===== src/rtl/fifo_wr_arbiter_if.sv =====
// ---------------------------------------------------------------------------
// fifo_wr_arbiter_if
//   Bundles the producer-side burst handshake and the FIFO write port that
//   fifo_wr_arbiter sits between.
//
//   Handshake: a beat on requester i transfers in the cycle where both
//   req_valid[i] and req_ready[i] are high. req_last[i] only has meaning
//   while req_valid[i] is high. Once raised, valid should stay up (with data
//   and last stable) until the beat is accepted, unless the producer wants
//   to pause its burst.
//
//   Signals
//     req_valid  NREQ             per-requester beat valid
//     req_last   NREQ             per-requester last beat of burst
//     req_data   NREQ*DATA_WIDTH  requester i at [i*DATA_WIDTH +: DATA_WIDTH]
//     req_ready  NREQ             per-requester beat accept (one-hot or zero)
//     fifo_full  1                FIFO full flag
//     fifo_wr    1                FIFO write enable
//     fifo_data  DATA_WIDTH       FIFO write data
//     grant_vld  1                a requester holds the grant
//     grant_id   ID_W             index of the granted requester
//
//   Modports
//     master : the environment (producers + FIFO) side
//     slave  : the arbiter side
// ---------------------------------------------------------------------------
interface fifo_wr_arbiter_if #(
    parameter int NREQ       = 4,
    parameter int ID_W       = 2,
    parameter int DATA_WIDTH = 8
);
    logic [NREQ-1:0]            req_valid;
    logic [NREQ-1:0]            req_last;
    logic [NREQ*DATA_WIDTH-1:0] req_data;
    logic [NREQ-1:0]            req_ready;
    logic                       fifo_full;
    logic                       fifo_wr;
    logic [DATA_WIDTH-1:0]      fifo_data;
    logic                       grant_vld;
    logic [ID_W-1:0]            grant_id;

    modport master (
        output req_valid, req_last, req_data, fifo_full,
        input  req_ready, fifo_wr, fifo_data, grant_vld, grant_id
    );

    modport slave (
        input  req_valid, req_last, req_data, fifo_full,
        output req_ready, fifo_wr, fifo_data, grant_vld, grant_id
    );
endinterface


===== src/rtl/fifo_wr_arbiter.sv =====
// ---------------------------------------------------------------------------
// fifo_wr_arbiter
//   Round-robin arbiter sharing one FIFO write port among NREQ burst
//   producers. One requester is granted at a time; its beats are forwarded
//   straight to the FIFO. The grant is released on an accepted last beat,
//   after MAX_BURST accepted beats, or after GAP_MAX idle cycles, and the
//   round-robin pointer then moves to the requester after the one released.
//
//   Ports
//     clk          rising-edge clock
//     rst_n        asynchronous active-low reset
//     bus          fifo_wr_arbiter_if.slave (handshake + FIFO write port)
//     dbg_state_o  current FSM state (0 = IDLE, 1 = GRANT)
// ---------------------------------------------------------------------------
module fifo_wr_arbiter #(
    parameter int NREQ       = 4,
    parameter int ID_W       = 2,
    parameter int DATA_WIDTH = 8,
    parameter int MAX_BURST  = 8,
    parameter int GAP_MAX    = 4
) (
    input  logic                clk,
    input  logic                rst_n,
    fifo_wr_arbiter_if.slave    bus,
    output logic                dbg_state_o
);

    typedef enum logic {
        S_IDLE  = 1'b0,
        S_GRANT = 1'b1
    } state_e;

    state_e          state_q,     state_d;
    logic            grant_vld_q, grant_vld_d;
    logic [ID_W-1:0] grant_id_q,  grant_id_d;
    logic [ID_W-1:0] rr_ptr_q,    rr_ptr_d;
    logic [7:0]      beat_cnt_q,  beat_cnt_d;
    logic [7:0]      gap_cnt_q,   gap_cnt_d;

    // ---------------- round-robin search starting at rr_ptr ----------------
    logic            arb_found;
    logic [ID_W-1:0] arb_idx;
    logic [ID_W-1:0] cand;

    always_comb begin
        arb_found = 1'b0;
        arb_idx   = '0;
        cand      = '0;
        for (int i = 0; i < NREQ; i++) begin
            cand = ID_W'((int'(rr_ptr_q) + i) % NREQ);
            if (!arb_found && bus.req_valid[cand]) begin
                arb_found = 1'b1;
                arb_idx   = cand;
            end
        end
    end

    // ---------------- granted requester mux ----------------
    logic                  sel_valid;
    logic                  sel_last;
    logic [DATA_WIDTH-1:0] sel_data;
    logic [NREQ-1:0]       req_ready_c;
    logic                  in_grant;
    logic                  accept;

    assign in_grant = (state_q == S_GRANT);

    always_comb begin
        sel_valid   = 1'b0;
        sel_last    = 1'b0;
        sel_data    = '0;
        req_ready_c = '0;
        for (int i = 0; i < NREQ; i++) begin
            if (grant_id_q == ID_W'(i)) begin
                sel_valid      = bus.req_valid[i];
                sel_last       = bus.req_last[i];
                sel_data       = bus.req_data[i*DATA_WIDTH +: DATA_WIDTH];
                // Ready does not depend on valid, only on grant and FIFO space.
                req_ready_c[i] = in_grant & ~bus.fifo_full;
            end
        end
    end

    // fifo_full gates the write directly, so the FIFO can never overflow.
    assign accept        = in_grant & sel_valid & ~bus.fifo_full;
    assign bus.fifo_wr   = accept;
    assign bus.fifo_data = sel_data;
    assign bus.req_ready = req_ready_c;
    assign bus.grant_vld = grant_vld_q;
    assign bus.grant_id  = grant_id_q;
    assign dbg_state_o   = (state_q == S_GRANT);

    // ---------------- next state ----------------
    logic       rel_now;
    logic [7:0] beat_inc;
    logic [7:0] gap_inc;

    always_comb begin
        state_d     = state_q;
        grant_vld_d = grant_vld_q;
        grant_id_d  = grant_id_q;
        rr_ptr_d    = rr_ptr_q;
        beat_cnt_d  = beat_cnt_q;
        gap_cnt_d   = gap_cnt_q;
        rel_now     = 1'b0;

        // Both counters saturate so they can never wrap past their limits.
        beat_inc = (beat_cnt_q >= 8'(MAX_BURST)) ? beat_cnt_q : beat_cnt_q + 8'd1;
        gap_inc  = (gap_cnt_q  >= 8'(GAP_MAX))   ? gap_cnt_q  : gap_cnt_q  + 8'd1;

        case (state_q)
            S_IDLE: begin
                if (arb_found) begin
                    state_d     = S_GRANT;
                    grant_vld_d = 1'b1;
                    grant_id_d  = arb_idx;
                    beat_cnt_d  = '0;
                    gap_cnt_d   = '0;
                end
            end
            S_GRANT: begin
                if (accept) begin
                    beat_cnt_d = beat_inc;
                    gap_cnt_d  = '0;
                    if (sel_last || (beat_inc == 8'(MAX_BURST))) begin
                        rel_now = 1'b1;
                    end
                end else if (!sel_valid) begin
                    gap_cnt_d = gap_inc;
                    if (gap_inc == 8'(GAP_MAX)) begin
                        rel_now = 1'b1;
                    end
                end
                // valid but FIFO full: hold everything, grant kept.

                if (rel_now) begin
                    state_d     = S_IDLE;
                    grant_vld_d = 1'b0;
                    rr_ptr_d    = (grant_id_q == ID_W'(NREQ-1)) ? '0 : grant_id_q + 1'b1;
                    beat_cnt_d  = '0;
                    gap_cnt_d   = '0;
                end
            end
            default: begin
                state_d     = S_IDLE;
                grant_vld_d = 1'b0;
            end
        endcase
    end

    // ---------------- state registers ----------------
    always_ff @(posedge clk or negedge rst_n) begin
        if (!rst_n) begin
            state_q     <= S_IDLE;
            grant_vld_q <= 1'b0;
            grant_id_q  <= '0;
            rr_ptr_q    <= '0;
            beat_cnt_q  <= '0;
            gap_cnt_q   <= '0;
        end else begin
            state_q     <= state_d;
            grant_vld_q <= grant_vld_d;
            grant_id_q  <= grant_id_d;
            rr_ptr_q    <= rr_ptr_d;
            beat_cnt_q  <= beat_cnt_d;
            gap_cnt_q   <= gap_cnt_d;
        end
    end

endmodule


===== src/flat_wrapper.sv =====
// flat-port wrapper written by rule: the top's interface ports become plain ports
module fifo_wr_arbiter_flat 
#(
    parameter int NREQ       = 4,
    parameter int ID_W       = 2,
    parameter int DATA_WIDTH = 8,
    parameter int MAX_BURST  = 8,
    parameter int GAP_MAX    = 4
)
  (clk, rst_n, dbg_state_o, bus_req_valid, bus_req_last, bus_req_data, bus_fifo_full, bus_req_ready, bus_fifo_wr, bus_fifo_data, bus_grant_vld, bus_grant_id);
  fifo_wr_arbiter_if #(.NREQ(NREQ), .ID_W(ID_W), .DATA_WIDTH(DATA_WIDTH)) bus_i ();
  input  logic clk;
  input  logic rst_n;
  output logic dbg_state_o;
  input wire logic [$bits(bus_i.req_valid)-1:0] bus_req_valid;
  input wire logic [$bits(bus_i.req_last)-1:0] bus_req_last;
  input wire logic [$bits(bus_i.req_data)-1:0] bus_req_data;
  input wire logic [$bits(bus_i.fifo_full)-1:0] bus_fifo_full;
  output wire logic [$bits(bus_i.req_ready)-1:0] bus_req_ready;
  output wire logic [$bits(bus_i.fifo_wr)-1:0] bus_fifo_wr;
  output wire logic [$bits(bus_i.fifo_data)-1:0] bus_fifo_data;
  output wire logic [$bits(bus_i.grant_vld)-1:0] bus_grant_vld;
  output wire logic [$bits(bus_i.grant_id)-1:0] bus_grant_id;
  assign bus_i.req_valid = bus_req_valid;
  assign bus_i.req_last = bus_req_last;
  assign bus_i.req_data = bus_req_data;
  assign bus_i.fifo_full = bus_fifo_full;
  assign bus_req_ready = bus_i.req_ready;
  assign bus_fifo_wr = bus_i.fifo_wr;
  assign bus_fifo_data = bus_i.fifo_data;
  assign bus_grant_vld = bus_i.grant_vld;
  assign bus_grant_id = bus_i.grant_id;
  fifo_wr_arbiter #(.NREQ(NREQ), .ID_W(ID_W), .DATA_WIDTH(DATA_WIDTH), .MAX_BURST(MAX_BURST), .GAP_MAX(GAP_MAX)) u_core (.clk(clk), .rst_n(rst_n), .bus(bus_i), .dbg_state_o(dbg_state_o));
endmodule

===== config.mk =====
export PLATFORM = sky130hd
export DESIGN_NAME = fifo_wr_arbiter_flat
export DESIGN_NICKNAME = d
export VERILOG_FILES = /design/src/rtl/fifo_wr_arbiter_if.sv /design/src/rtl/fifo_wr_arbiter.sv /design/src/flat_wrapper.sv
export SDC_FILE = /design/constraint.sdc
export NUM_CORES = 1
export LEC_CHECK = 0
export CAP_MARGIN = 40
export CORE_MARGIN = 2
export CORE_UTILIZATION = 35
export CTS_CLUSTER_DIAMETER = 50
export DETAILED_ROUTE_END_ITERATION = 6
export PLACE_DENSITY = 0.66
export SLEW_MARGIN = 25
export SYNTH_ARGS = -nofsm -noshare
export SYNTH_HDL_FRONTEND = slang
export SYNTH_SLANG_ARGS = --single-unit
export TNS_END_PERCENT = 100

===== constraint.sdc =====
create_clock -name clk -period 2.9 [get_ports clk]
set_clock_uncertainty 0.15 [all_clocks]
set_input_delay 0.58 -clock clk [delete_from_list [all_inputs] [get_ports clk]]
set_output_delay 0.58 -clock clk [all_outputs]
set_load 0.1 [all_outputs]

==> run summary <==
* complete, no violations — result of the run
* 0 — final count of negative-setup-slack endpoints
* 0 — number of hold-slack violations in the final timing report
* 3 — number of CTS-inserted buffers
* 0 — initial antenna violation count
* 71.0 um — horizontal die dimension
* 0.00108 uW — leakage power figure
* 292 — Post-Place Cells
* 0.865 — GP Congestion
* met2 — busiest layer in global routing
* 24.2% — met1 Track Usage GR
* 16 — maximum number of pins on one net before global-route repair
* 59 — count of input and output buffers
* 0 — antenna-violating nets left
* 558 um2 — Register Area
* reg -> out — worst setup path class
* reg -> reg — worst min-delay path category
* 3470 um — HPWL after detailed placement
* 71.0 um — height of the die
* 299 — post-layout instance count excluding filler cells
* 1,565 — Vias
* 0.51 ns — delay of the slowest critical-path stage
* 364 MHz — fmax
* 0 — count of unresolved DRC violations after routing
* 7210 um — global-route wire length before repair
* 299 — final net count
* 0.353 ns — worst-case hold slack
* 2.02 ns — critical path arrival
* 2.75 ns — fin crit period
* output pin — critical path endpoint category
* 0 — number of enable flip-flop cells after synthesis
* 179 — number of instances in the synthesized netlist
* 0.26 ns — clk_lat worst skew
* 60 — I/O pin cnt
* 29.9% — met2 layer usage reported by global route
* 24 — number of placement rows
* built — clock tree from TritonCTS
* dfrtp_1 — most frequently used flop master after synthesis
* 22 — clock sinks
* 2.71% — met3 Resource Use GR
* dfrtp_1 — Yosys top cell by area
* 0 — Max-Cap Viols
* 94.8% — ratio of final minimum period to clock period
* 0.688 ns — Worst Max-Slew Pin Slew
* flip-flops — Top delay family on crit path
* 36 — DR iter-0 viols
* 4320 um2 — core area
* 1250 nW/um2 — power density over the cells
* register — startpoint type of the worst setup path
* 0 — number of warnings reported in the yosys synthesis log
* 46 — number of different library cells in the post-synthesis netlist
* 8 — peak fanout along the critical path
* 5040 um2 — area of the die
* inv_1 > ha_2 > buf_4 > a22oi_1 > nor2_1 > a21oi_1 > o21ai_4 > buf_12 — crit path cell chain
* dfrtp_1 — count leader, synth
* 36.3% — initial core utilization
* 54.0% — tightest slew margin relative to the limit
* 5.23 — detailed-route vias per instance
* 35.1% — Yosys top cell area share
* 0 — residual overflow from global routing
* 4400 um — DRT Wirelength
* 0 — final count of pins violating max slew
* 399 — # fillers
* 24.3% — fraction of final layout cells sized beyond drive strength 1
* 1570 um2 — total standard cell area after synthesis
* 8.77 um2 — synthesized area per cell
* 3 — critical path buffer and inverter count
* 100% — share of synthesized registers carrying an async set or reset
* 22 — Yosys reg bits
* 35.1% — share of synthesized area occupied by flip-flops and latches
* 14.7 um — routed length per instance
* dfrtp_4 — Crit-path slowest cell
* 17.8% — global-route usage over all layers
* 64.0% — layout-stage area growth over the synthesis result
* 22 x dfrtp_1, 16 x nor2_1, 14 x a21oi_1 — most instantiated cells after synthesis
* 0.08 ns — clk slew on worst S/H paths
* 1070 um2 — total area of multi-input combinational cells
* 2.17 ns — Data required, critical path
* 2 — maximum number of buffers from clock root to sink
* 1,495 — via count of the first global-routing pass
* 6 — number of search-and-repair iterations in the first detailed-routing pass
* 0 — Post-CTS Hold Buffers
* 0 — Diodes inserted
* dfrtp_1 35%, ha_1 6.4%, a21oi_1 4.5% — leading cell types by total area after synthesis
* yes — unrepaired setup endpoints after global routing
* 230 — synthesized netlist net count
* 1 — htree depth
* 0.487 mV — VDD IR max
* clkbuf_8 — clock root buffer
==> per-stage QoR <==
| step | power, uW | util (%) | setup WS [ns] | setup TNS, ns | area (um2) |
|---|---|---|---|---|---|
| finish | 3220 | 59.5 | 0.152 | 0 | 2570 |
| global placement | 2960 | 57.7 | 0.103 | 0 | 2490 |
| CTS | 3180 | 58.9 | 0.0249 | 0 | 2550 |
| global route | 3410 | 59.5 | -0.0147 | -0.0369 | 2570 |
| floorplan | 2200 | - | -0.00334 | -0.0267 | 1680 |
| detailed placement | 2980 | 57.7 | 0.117 | 0 | 2490 |
==> where the power goes <==
group	switching, uW	leakage, uW	internal, uW
clock network	91.9	0.0000228	97.7
logic	1610	0.000767	951
registers	85.6	0.000286	383
total	1790	0.00108	1430
==> cells in the final DEF, fill, tap and decap left out, drive strengths merged, types with 3 or more instances in the layout <==
cell	instances
a21boi	4
mux2i	3
nor4b	3
and2	8
a211oi	3
buf	29
o21ai	16
nor2b	8
inv	9
clkdlybuf4s50	42
a22oi	8
nor3	4
dfrtp	22
clkbuf	4
nand3	3
a31oi	5
ha	8
nand2	12
nor2	16
a21oi	14
nor3b	3
==> cells by family after synthesis <==
| group | after synthesis | share of synthesized area, % |
|---|---|---|
| AOI/OAI and AO/OA | 62 | 27.9 |
| adders and majority gates | 8 | 6.37 |
| DFF | 22 | 35.1 |
| muxes | 5 | 3.35 |
| buffers and inverters | 18 | 4.46 |
| xor gates and xnor gates | 1 | 0.558 |
| and+or+nand+nor | 63 | 22.3 |
==> final cells by class <==
cell class	count	area share [%]
well taps	52	2.53
repair buffers	71	31.1
inverters	10	1.46
flip-flops and latches	22	21.7
clock buffers	4	1.75
multi-input cells	140	41.5
==> state kept, by name (all words and copies together), names as in the netlist <==
name / cells
u_core.beat_cnt_q: 8
u_core.gap_cnt_q: 8
u_core.bus.grant_id: 2
u_core.rr_ptr_q: 2
u_core.bus.grant_vld: 1
u_core.dbg_state_o: 1
==> worst paths after layout <==
| check | startpoint | slack (ns) | cells past startpoint | end |
|---|---|---|---|---|
| min in group asynchronous | rst_n | 0.58 | 1 | u_core.beat_cnt_q[6] |
| max in group asynchronous | rst_n | 1.44 | 2 | u_core.gap_cnt_q[5] |
| max reg2reg | u_core.bus.grant_id[0] | 0.28 | 8 | u_core.gap_cnt_q[2] |
| max | u_core.bus.grant_id[1] | 0.15 | 8 | bus_fifo_data[1] |
| min reg2reg | u_core.gap_cnt_q[7] | 0.35 | 1 | u_core.gap_cnt_q[7] |
| min | u_core.gap_cnt_q[7] | 0.35 | 1 | u_core.gap_cnt_q[7] |
==> worst reg2reg max path, delay by kind of cell, from the launching register on <==
| family | cells | cell delay (ns) |
|---|---|---|
| and+or+nand+nor | 3 | 0.80 |
| AOI/OAI and AO/OA | 2 | 0.46 |
| adders and majority gates | 1 | 0.28 |
| buffers and inverters | 2 | 0.29 |
| DFF | 1 | 0.50 |
==> metal layers <==
layer	share of wire [%]	wire length, um
met5	0	0
met4	0.93	41
met3	6.4	281
met2	46	2010
met1	47	2070
==> timing repair <==
action,in CTS,in global routing
setup endpoints to repair,9,9
buffers inserted,0,2
gates resized for setup,3,1
cloned,0,1
pin swaps,0,1
No activity file was read; power rests on OpenSTA's default activity.
